## config.mk

```make
export PLATFORM = sky130hd
export DESIGN_NAME = ps2_device_tx
export DESIGN_NICKNAME = d
export VERILOG_FILES = /design/src/rtl/ps2_pkg.sv /design/src/rtl/ps2_clk_div.sv /design/src/rtl/ps2_device_tx.sv
export SDC_FILE = /design/constraint.sdc
export NUM_CORES = 1
export LEC_CHECK = 0
export ABC_AREA = 0
export BUFFER_PORTS_ARGS = -buffer_cell sky130_fd_sc_hd__buf_2
export CORE_ASPECT_RATIO = 0.7
export CORE_UTILIZATION = 25
export DETAILED_ROUTE_END_ITERATION = 16
export GPL_TIMING_DRIVEN = 1
export PLACE_DENSITY = 0.39
export REMOVE_ABC_BUFFERS = 1
export SETUP_SLACK_MARGIN = 0.5
export SYNTH_ARGS = -nofsm -noshare
export SYNTH_HDL_FRONTEND = slang
export SYNTH_SLANG_ARGS = --single-unit
```

## constraint.sdc

```tcl
create_clock -name clk -period 2.2 [get_ports clk]
set_input_delay 0.44 -clock clk [delete_from_list [all_inputs] [get_ports clk]]
set_output_delay 0.44 -clock clk [all_outputs]
set_load 0.03 [all_outputs]
```

## src/rtl/ps2_pkg.sv

```systemverilog
// ---------------------------------------------------------------------------
// ps2_pkg
// Shared definitions for the PS/2 device-side transmitter:
//   state_t     - transmitter FSM states (IDLE, FRAME, GAP)
//   FRAME_BITS  - bits per PS/2 frame (start, 8 data, parity, stop)
//   START_BIT   - level of the start bit
//   STOP_BIT    - level of the stop bit
//   odd_parity  - parity bit that makes the 9-bit {parity, data} word odd
// ---------------------------------------------------------------------------
package ps2_pkg;

    typedef enum logic [1:0] {
        IDLE  = 2'd0,
        FRAME = 2'd1,
        GAP   = 2'd2
    } state_t;

    localparam int   FRAME_BITS = 11;
    localparam logic START_BIT  = 1'b0;
    localparam logic STOP_BIT   = 1'b1;

    // Returns 1 when the data byte holds an even number of ones, so the
    // transmitted nine bits always carry an odd count.
    function automatic logic odd_parity(input logic [7:0] data);
        return ~^data;
    endfunction

endpackage

```

## src/rtl/ps2_clk_div.sv

```systemverilog
// ---------------------------------------------------------------------------
// ps2_clk_div
// Half-period timer for the PS/2 bit cell.
// Parameters:
//   CLK_HALF  - system clocks per SCL half-period (2..65535)
// Ports:
//   clk       in  system clock
//   rst       in  synchronous active-high reset
//   en        in  count while high (frame in progress)
//   clr       in  synchronous clear of counter and phase
//   half_tick out high on the last cycle of each half-period
//   phase     out 0 = SCL high half of the cell, 1 = SCL low half
// ---------------------------------------------------------------------------
module ps2_clk_div
    import ps2_pkg::*;
#(
    parameter int CLK_HALF = 2000
) (
    input  logic clk,
    input  logic rst,
    input  logic en,
    input  logic clr,
    output logic half_tick,
    output logic phase
);

    logic [15:0] cnt;

    assign half_tick = en && (cnt == 16'(CLK_HALF - 1));

    // Counter restarts from zero every half-period; phase flips with it so
    // the parent knows whether the tick ends the high or the low half.
    always_ff @(posedge clk) begin
        if (rst || clr) begin
            cnt   <= '0;
            phase <= 1'b0;
        end else if (en) begin
            if (half_tick) begin
                cnt   <= '0;
                phase <= ~phase;
            end else begin
                cnt <= cnt + 16'd1;
            end
        end
    end

endmodule

```

## src/rtl/ps2_device_tx.sv

```systemverilog
// ---------------------------------------------------------------------------
// ps2_device_tx
// PS/2 device-side (keyboard-emulator) transmitter. Sends one byte per
// valid/ready handshake as an 11-bit frame: start 0, 8 data bits LSB first,
// odd parity, stop 1. Drives its own SCL and SDA, then holds both lines
// idle for IDLE_GAP cycles before accepting the next byte.
//
// Optional feature macro: PS2_INHIBIT_EN
//   When defined, scl_in is synchronized and a low line while SCL is driven
//   high is treated as a host inhibit: it blocks tx_ready in IDLE and aborts
//   a frame (tx_abort pulse) before bit 10's SCL fall. When undefined,
//   scl_in is ignored and tx_abort is always 0.
//
// Parameters:
//   CLK_HALF  - system clocks per SCL half-period (2..65535)
//   IDLE_GAP  - idle cycles after each frame (1..65535)
// Ports:
//   clk       in  system clock
//   rst       in  synchronous active-high reset
//   tx_data   in  byte to send, sampled on handshake
//   tx_valid  in  parent has a byte
//   tx_ready  out block can accept a byte
//   busy      out frame or idle gap in progress
//   tx_done   out one-cycle pulse on the first idle-gap cycle
//   tx_abort  out one-cycle pulse when a frame is abandoned
//   scl_in    in  line-level SCL readback
//   SCL       out PS/2 clock, idle 1
//   SDA       out PS/2 data, idle 1
// ---------------------------------------------------------------------------
module ps2_device_tx
    import ps2_pkg::*;
#(
    parameter int CLK_HALF = 2000,
    parameter int IDLE_GAP = 4000
) (
    input  logic       clk,
    input  logic       rst,
    input  logic [7:0] tx_data,
    input  logic       tx_valid,
    output logic       tx_ready,
    output logic       busy,
    output logic       tx_done,
    output logic       tx_abort,
    input  logic       scl_in,
    output logic       SCL,
    output logic       SDA
);

    localparam logic [3:0] LAST_BIT = 4'(FRAME_BITS - 1);

    state_t      state;
    logic [7:0]  shift_reg;
    logic        parity;
    logic [3:0]  bit_idx;
    logic [15:0] gap_cnt;
    logic        scl_q;
    logic        sda_q;
    logic        done_q;
    logic        abort_q;
    logic        rst_done;
    logic        half_tick;
    logic        phase;
    logic        inhibit;
    logic        abort_req;

    ps2_clk_div #(
        .CLK_HALF (CLK_HALF)
    ) u_clk_div (
        .clk       (clk),
        .rst       (rst),
        .en        (state == FRAME),
        .clr       (state != FRAME),
        .half_tick (half_tick),
        .phase     (phase)
    );

`ifdef PS2_INHIBIT_EN
    logic scl_meta;
    logic scl_sync;
    logic scl_d1;
    logic scl_d2;

    // The driven SCL is delayed by the same two cycles as the synchronizer,
    // so our own falling edges read back through scl_in never look like an
    // inhibit.
    always_ff @(posedge clk) begin
        if (rst) begin
            scl_meta <= 1'b1;
            scl_sync <= 1'b1;
            scl_d1   <= 1'b1;
            scl_d2   <= 1'b1;
        end else begin
            scl_meta <= scl_in;
            scl_sync <= scl_meta;
            scl_d1   <= scl_q;
            scl_d2   <= scl_d1;
        end
    end

    assign inhibit = scl_d2 && !scl_sync;

    // Aborting is allowed up to, but not including, the cycle that makes
    // bit 10's SCL fall; after that the frame is allowed to finish.
    assign abort_req = (state == FRAME) && inhibit &&
                       ((bit_idx != LAST_BIT) || (!phase && !half_tick));
`else
    logic unused_scl_in;
    assign unused_scl_in = scl_in;
    assign inhibit       = 1'b0;
    assign abort_req     = 1'b0;
`endif

    assign tx_ready = (state == IDLE) && rst_done && !rst && !inhibit;
    assign busy     = (state != IDLE);
    assign tx_done  = done_q;
    assign tx_abort = abort_q;
    assign SCL      = scl_q;
    assign SDA      = sda_q;

    // Transmit FSM. SDA changes only at cell starts (the end of a low half),
    // giving the receiver a full half-period of setup before each SCL fall.
    always_ff @(posedge clk) begin
        if (rst) begin
            state     <= IDLE;
            shift_reg <= '0;
            parity    <= 1'b0;
            bit_idx   <= '0;
            gap_cnt   <= '0;
            scl_q     <= 1'b1;
            sda_q     <= 1'b1;
            done_q    <= 1'b0;
            abort_q   <= 1'b0;
            rst_done  <= 1'b0;
        end else begin
            rst_done <= 1'b1;
            done_q   <= 1'b0;
            abort_q  <= 1'b0;
            case (state)
                IDLE: begin
                    if (tx_valid && tx_ready) begin
                        shift_reg <= tx_data;
                        parity    <= odd_parity(tx_data);
                        bit_idx   <= '0;
                        scl_q     <= 1'b1;
                        sda_q     <= START_BIT;
                        state     <= FRAME;
                    end
                end
                FRAME: begin
                    if (abort_req) begin
                        scl_q     <= 1'b1;
                        sda_q     <= 1'b1;
                        abort_q   <= 1'b1;
                        shift_reg <= '0;
                        gap_cnt   <= '0;
                        state     <= GAP;
                    end else if (half_tick) begin
                        if (!phase) begin
                            scl_q <= 1'b0;
                        end else begin
                            scl_q <= 1'b1;
                            if (bit_idx == LAST_BIT) begin
                                sda_q   <= 1'b1;
                                done_q  <= 1'b1;
                                gap_cnt <= '0;
                                state   <= GAP;
                            end else begin
                                bit_idx <= bit_idx + 4'd1;
                                // Cells 1..8 take data LSB first, then parity, then stop.
                                if (bit_idx <= 4'd7) begin
                                    sda_q     <= shift_reg[0];
                                    shift_reg <= {1'b0, shift_reg[7:1]};
                                end else if (bit_idx == 4'd8) begin
                                    sda_q <= parity;
                                end else begin
                                    sda_q <= STOP_BIT;
                                end
                            end
                        end
                    end
                end
                GAP: begin
                    if (gap_cnt == 16'(IDLE_GAP - 1)) begin
                        gap_cnt <= '0;
                        state   <= IDLE;
                    end else begin
                        gap_cnt <= gap_cnt + 16'd1;
                    end
                end
                default: begin
                    state <= IDLE;
                end
            endcase
        end
    end

endmodule

```

==> out/metrics.csv <==
stage,metric,value,unit
critical_path,crit path from,u_clk_div.cnt[0],
worst_hold_path,worst hold stages,3,
floorplan,Die Y-Extent,87.8,um
clocking,"CTS clk-pin slew, worst paths",70,ps
global_routing,number of global-route vias before repair,2243,
critical_path,r2r startpoint,u_clk_div.cnt[0],
clocking,count of hold-fix buffers inserted at cts,0,
global_routing,global-route wire length before repair,11.7,mm
clocking,clock buffer depth,2,
synth,number of storage elements in the synthesis netlist,52,
clocking,insertion delay of the later-clocked pin in the worst-skew pair,290,ps
critical_path,sort of element at the end of the critical path,register,
timing,RSZ-0062 raised after global routing,true,
timing,post-route fraction of the period consumed by the critical path,83.1,%
critical_path,cells on worst reg2reg path,6,
synth,share of synthesized registers carrying an async set or reset,0,%
worst_hold_path,hold worst-path end,shift_reg[7],
status,outcome,"complete, no violations",
worst_hold_path,worst hold-check path type,in2reg,
synth,number of flops mapped to enable cells by yosys,0,
cells_and_area,most common library cell in the layout ignoring fill and taps,sky130_fd_sc_hd__dfxtp_1,
routing,post-detailed-route via-to-cell ratio,4.92,
timing,setup skew after layout,4.09,ps
timing,FMAX,547,MHz
clocking,htree depth,2,
power_and_ir_drop,leak pwr,1.29,nW
critical_path,startpoint type of the worst setup path,register,
clocking,root buffer selected by CTS,sky130_fd_sc_hd__clkbuf_16,
timing,minimum clock period,1830,ps
critical_path,"Data arrival, critical path",2060,ps
synth,Avg Inst Size Synth,8.50,um^2
cells_and_area,Antenna Cells,0,
critical_path,end of the worst register-to-register path,gap_cnt[13],
critical_path,register-to-register path setup slack,370,ps
floorplan,Chip Width,125,um
timing,setup tns final,0,ps
worst_hold_path,Min-Delay Startpoint,tx_valid,
timing,transition time at the pin with the least slew margin,568,ps
routing,total wire length after detailed routing,7.24,mm
synth,post-synthesis cell count,309,
clocking,TritonCTS clock tree,yes,
cells_and_area,layout cells sized above 1,35.0,%
place,Port Buffer Count,15,
critical_path,data required time at the worst endpoint,2430,ps
routing,number of vias in the routed layout,2357,
synth,distinct cell type count after synthesis,46,
synth,total standard cell area after synthesis,0.00263,mm^2
floorplan,die area,0.0109,mm^2
floorplan,Placeable Area,0.00995,mm^2
timing,final hold vios,0,
critical_path,worst-path maximum fanout,8,
cells_and_area,Syn-to-layout area delta,40.0,%
timing,final setup violating endpoints,0,
place,placer's final routability congestion estimate,0.772,
place,dpl cells,450,
global_routing,largest net degree at the start of global routing,18,
synth,number of synthesis warnings,0,
cells_and_area,post-layout util,37.0,%
timing,worst max-slew margin expressed relative to the limit,62.1,%
cells_and_area,final cell count without fillers,479,
synth,sequential-to-total area share from yosys stat,39.6,%
floorplan,count of boundary I/O pins,18,
power_and_ir_drop,maximum VDD drop,0.313,mV
cells_and_area,most frequent cells in the layout,"41 x sky130_fd_sc_hd__dfxtp_1, 27 x sky130_fd_sc_hd__nor2_1, 21 x sky130_fd_sc_hd__a21oi_1, 21 x sky130_fd_sc_hd__buf_4, 16 x sky130_fd_sc_hd__nand2_1",
global_routing,global routing usage summed across all routing layers,13.4,%
floorplan,Site Rows,30,
job,max-cap viol count,0,
floorplan,effective utilization at floorplan,26.4,%
clocking,clk sink count,52,
global_routing,antenna violations before repair,0,
routing,Pre-Repair DR Iteration Count,4,
critical_path,kind of critical path,reg2reg,
cells_and_area,number of nets in the final layout,367,
global_routing,grt total ovfl,0,
routing,iteration-0 DRC count of the detailed router,112,
synth,commonest register cell after synthesis,sky130_fd_sc_hd__dfxtp_1,
routing,post-detailed-route count of antenna-violating nets,0,
clocking,CTS Buf Count,5,
power_and_ir_drop,total power per unit cell area,571,mW/mm^2
timing,final-report max-slew violation count,0,
routing,Wirelength per Cell,15.1,um
routing,DRC violations left,0,
place,half-perimeter wire length of the detailed placement result,4.55,mm
logic make-up (layout without fill, tap and decap cells):
| logic type | Yosys count | after routing | synth area share (%) |
|---|---|---|---|
| AOI/OAI and AO/OA | 71 | 72 | 17.2 |
| xor gates and xnor gates | 21 | 21 | 7.00 |
| other | 1 | 1 | 0.143 |
| adders and majority gates | 5 | 5 | 2.38 |
| DFF | 52 | 52 | 39.6 |
| and+or+nand+nor | 125 | 125 | 25.9 |
| buffers and inverters | 25 | 66 | 4.29 |
| muxes | 9 | 9 | 3.43 |
per-stage QoR:
stage	cell area (um^2)	total power, W	hold WS [ps]	setup slack, ps
after floorplan	2540	0.00107	426	47.1
after global placement	2900	0.00113	449	174
after detailed placement	2900	0.00113	451	159
after CTS	3450	0.00211	424	338
after global routing	3680	0.00218	446	312
final	3680	0.00210	445	372
how the worst max path moves through the flow:
stage	to	cells past startpoint
after global placement	gap_cnt[15]	6
after detailed placement	gap_cnt[15]	6
after floorplan	shift_reg[0]	6
after CTS	gap_cnt[13]	6
after global routing	gap_cnt[13]	8
final	gap_cnt[13]	6
routing by layer:
| layer | GRT usage, % | vias to the layer above | wire, um |
|---|---|---|---|
| met2 | 19.1 | 21 | 2970 |
| met1 | 20.2 | 1117 | 4020 |
| met5 | 0 | - | 0 |
| met4 | 2.63 | 0 | 34 |
| met3 | 2.93 | 4 | 212 |
| li1 | - | 1215 | - |
power by group:
group | leakage (nW) | internal [W] | total (W) | switching, W
Combinational | 0.768 | 0.0000790 | 0.000177 | 0.0000983
Clock | 0.0901 | 0.000600 | 0.000954 | 0.000355
Sequential | 0.427 | 0.000956 | 0.000967 | 0.0000107
worst max-delay path: stages, from the launching register on:
cell	delay, ps
sky130_fd_sc_hd__dfxtp_2	360
sky130_fd_sc_hd__ha_4	130
sky130_fd_sc_hd__and4_4	220
sky130_fd_sc_hd__and4_4	250
sky130_fd_sc_hd__a31oi_4	150
sky130_fd_sc_hd__or4_4	520
sky130_fd_sc_hd__a21oi_2	120
cell usage after synthesis (2+ instances only):
cell type | instances | area (um^2)
sky130_fd_sc_hd__o31ai_1 | 9 | 67.6
sky130_fd_sc_hd__clkbuf_1 | 13 | 48.8
sky130_fd_sc_hd__nor2b_1 | 3 | 18.8
sky130_fd_sc_hd__and4b_1 | 3 | 30.0
sky130_fd_sc_hd__nand2b_1 | 3 | 18.8
sky130_fd_sc_hd__xnor2_1 | 14 | 123
sky130_fd_sc_hd__nand3_1 | 18 | 90.1
sky130_fd_sc_hd__and3_1 | 5 | 31.3
sky130_fd_sc_hd__xor2_1 | 7 | 61.3
sky130_fd_sc_hd__nor3_1 | 7 | 35.0
sky130_fd_sc_hd__a311oi_1 | 8 | 70.1
sky130_fd_sc_hd__or3_1 | 5 | 31.3
sky130_fd_sc_hd__nor3b_1 | 4 | 30.0
sky130_fd_sc_hd__a21oi_1 | 28 | 140
sky130_fd_sc_hd__and4_1 | 4 | 35.0
sky130_fd_sc_hd__dfxtp_1 | 52 | 1040
sky130_fd_sc_hd__o21ai_0 | 16 | 80.1
sky130_fd_sc_hd__buf_4 | 2 | 15.0
sky130_fd_sc_hd__and2_1 | 4 | 25.0
sky130_fd_sc_hd__ha_1 | 5 | 62.6
sky130_fd_sc_hd__mux2i_1 | 9 | 90.1
sky130_fd_sc_hd__or4_1 | 7 | 52.6
sky130_fd_sc_hd__nand2_1 | 17 | 63.8
sky130_fd_sc_hd__buf_2 | 2 | 10.0
sky130_fd_sc_hd__nor2_1 | 30 | 113
sky130_fd_sc_hd__nor4_1 | 3 | 18.8
sky130_fd_sc_hd__nand4_1 | 7 | 43.8
sky130_fd_sc_hd__inv_1 | 6 | 22.5
area by class of cell:
cell class / count / area (um^2)
well taps: 128 / 160
repair buffers: 52 / 448
multi-input cells: 233 / 1800
clock buffers: 7 / 153
clock inverters: 1 / 30.0
flip-flops and latches: 52 / 1060
fillers: 1013 / 6270
inverters: 6 / 22.5
timing repair:
| item | CTS | global route |
|---|---|---|
| endpoints found under the setup margin | 46 | 46 |
| gates cloned | 3 | 0 |
| setup buffers | 16 | 2 |
| gates resized for setup | 55 | 50 |
| pin swaps | 31 | 26 |
No activity file was read; power rests on OpenSTA's default activity.
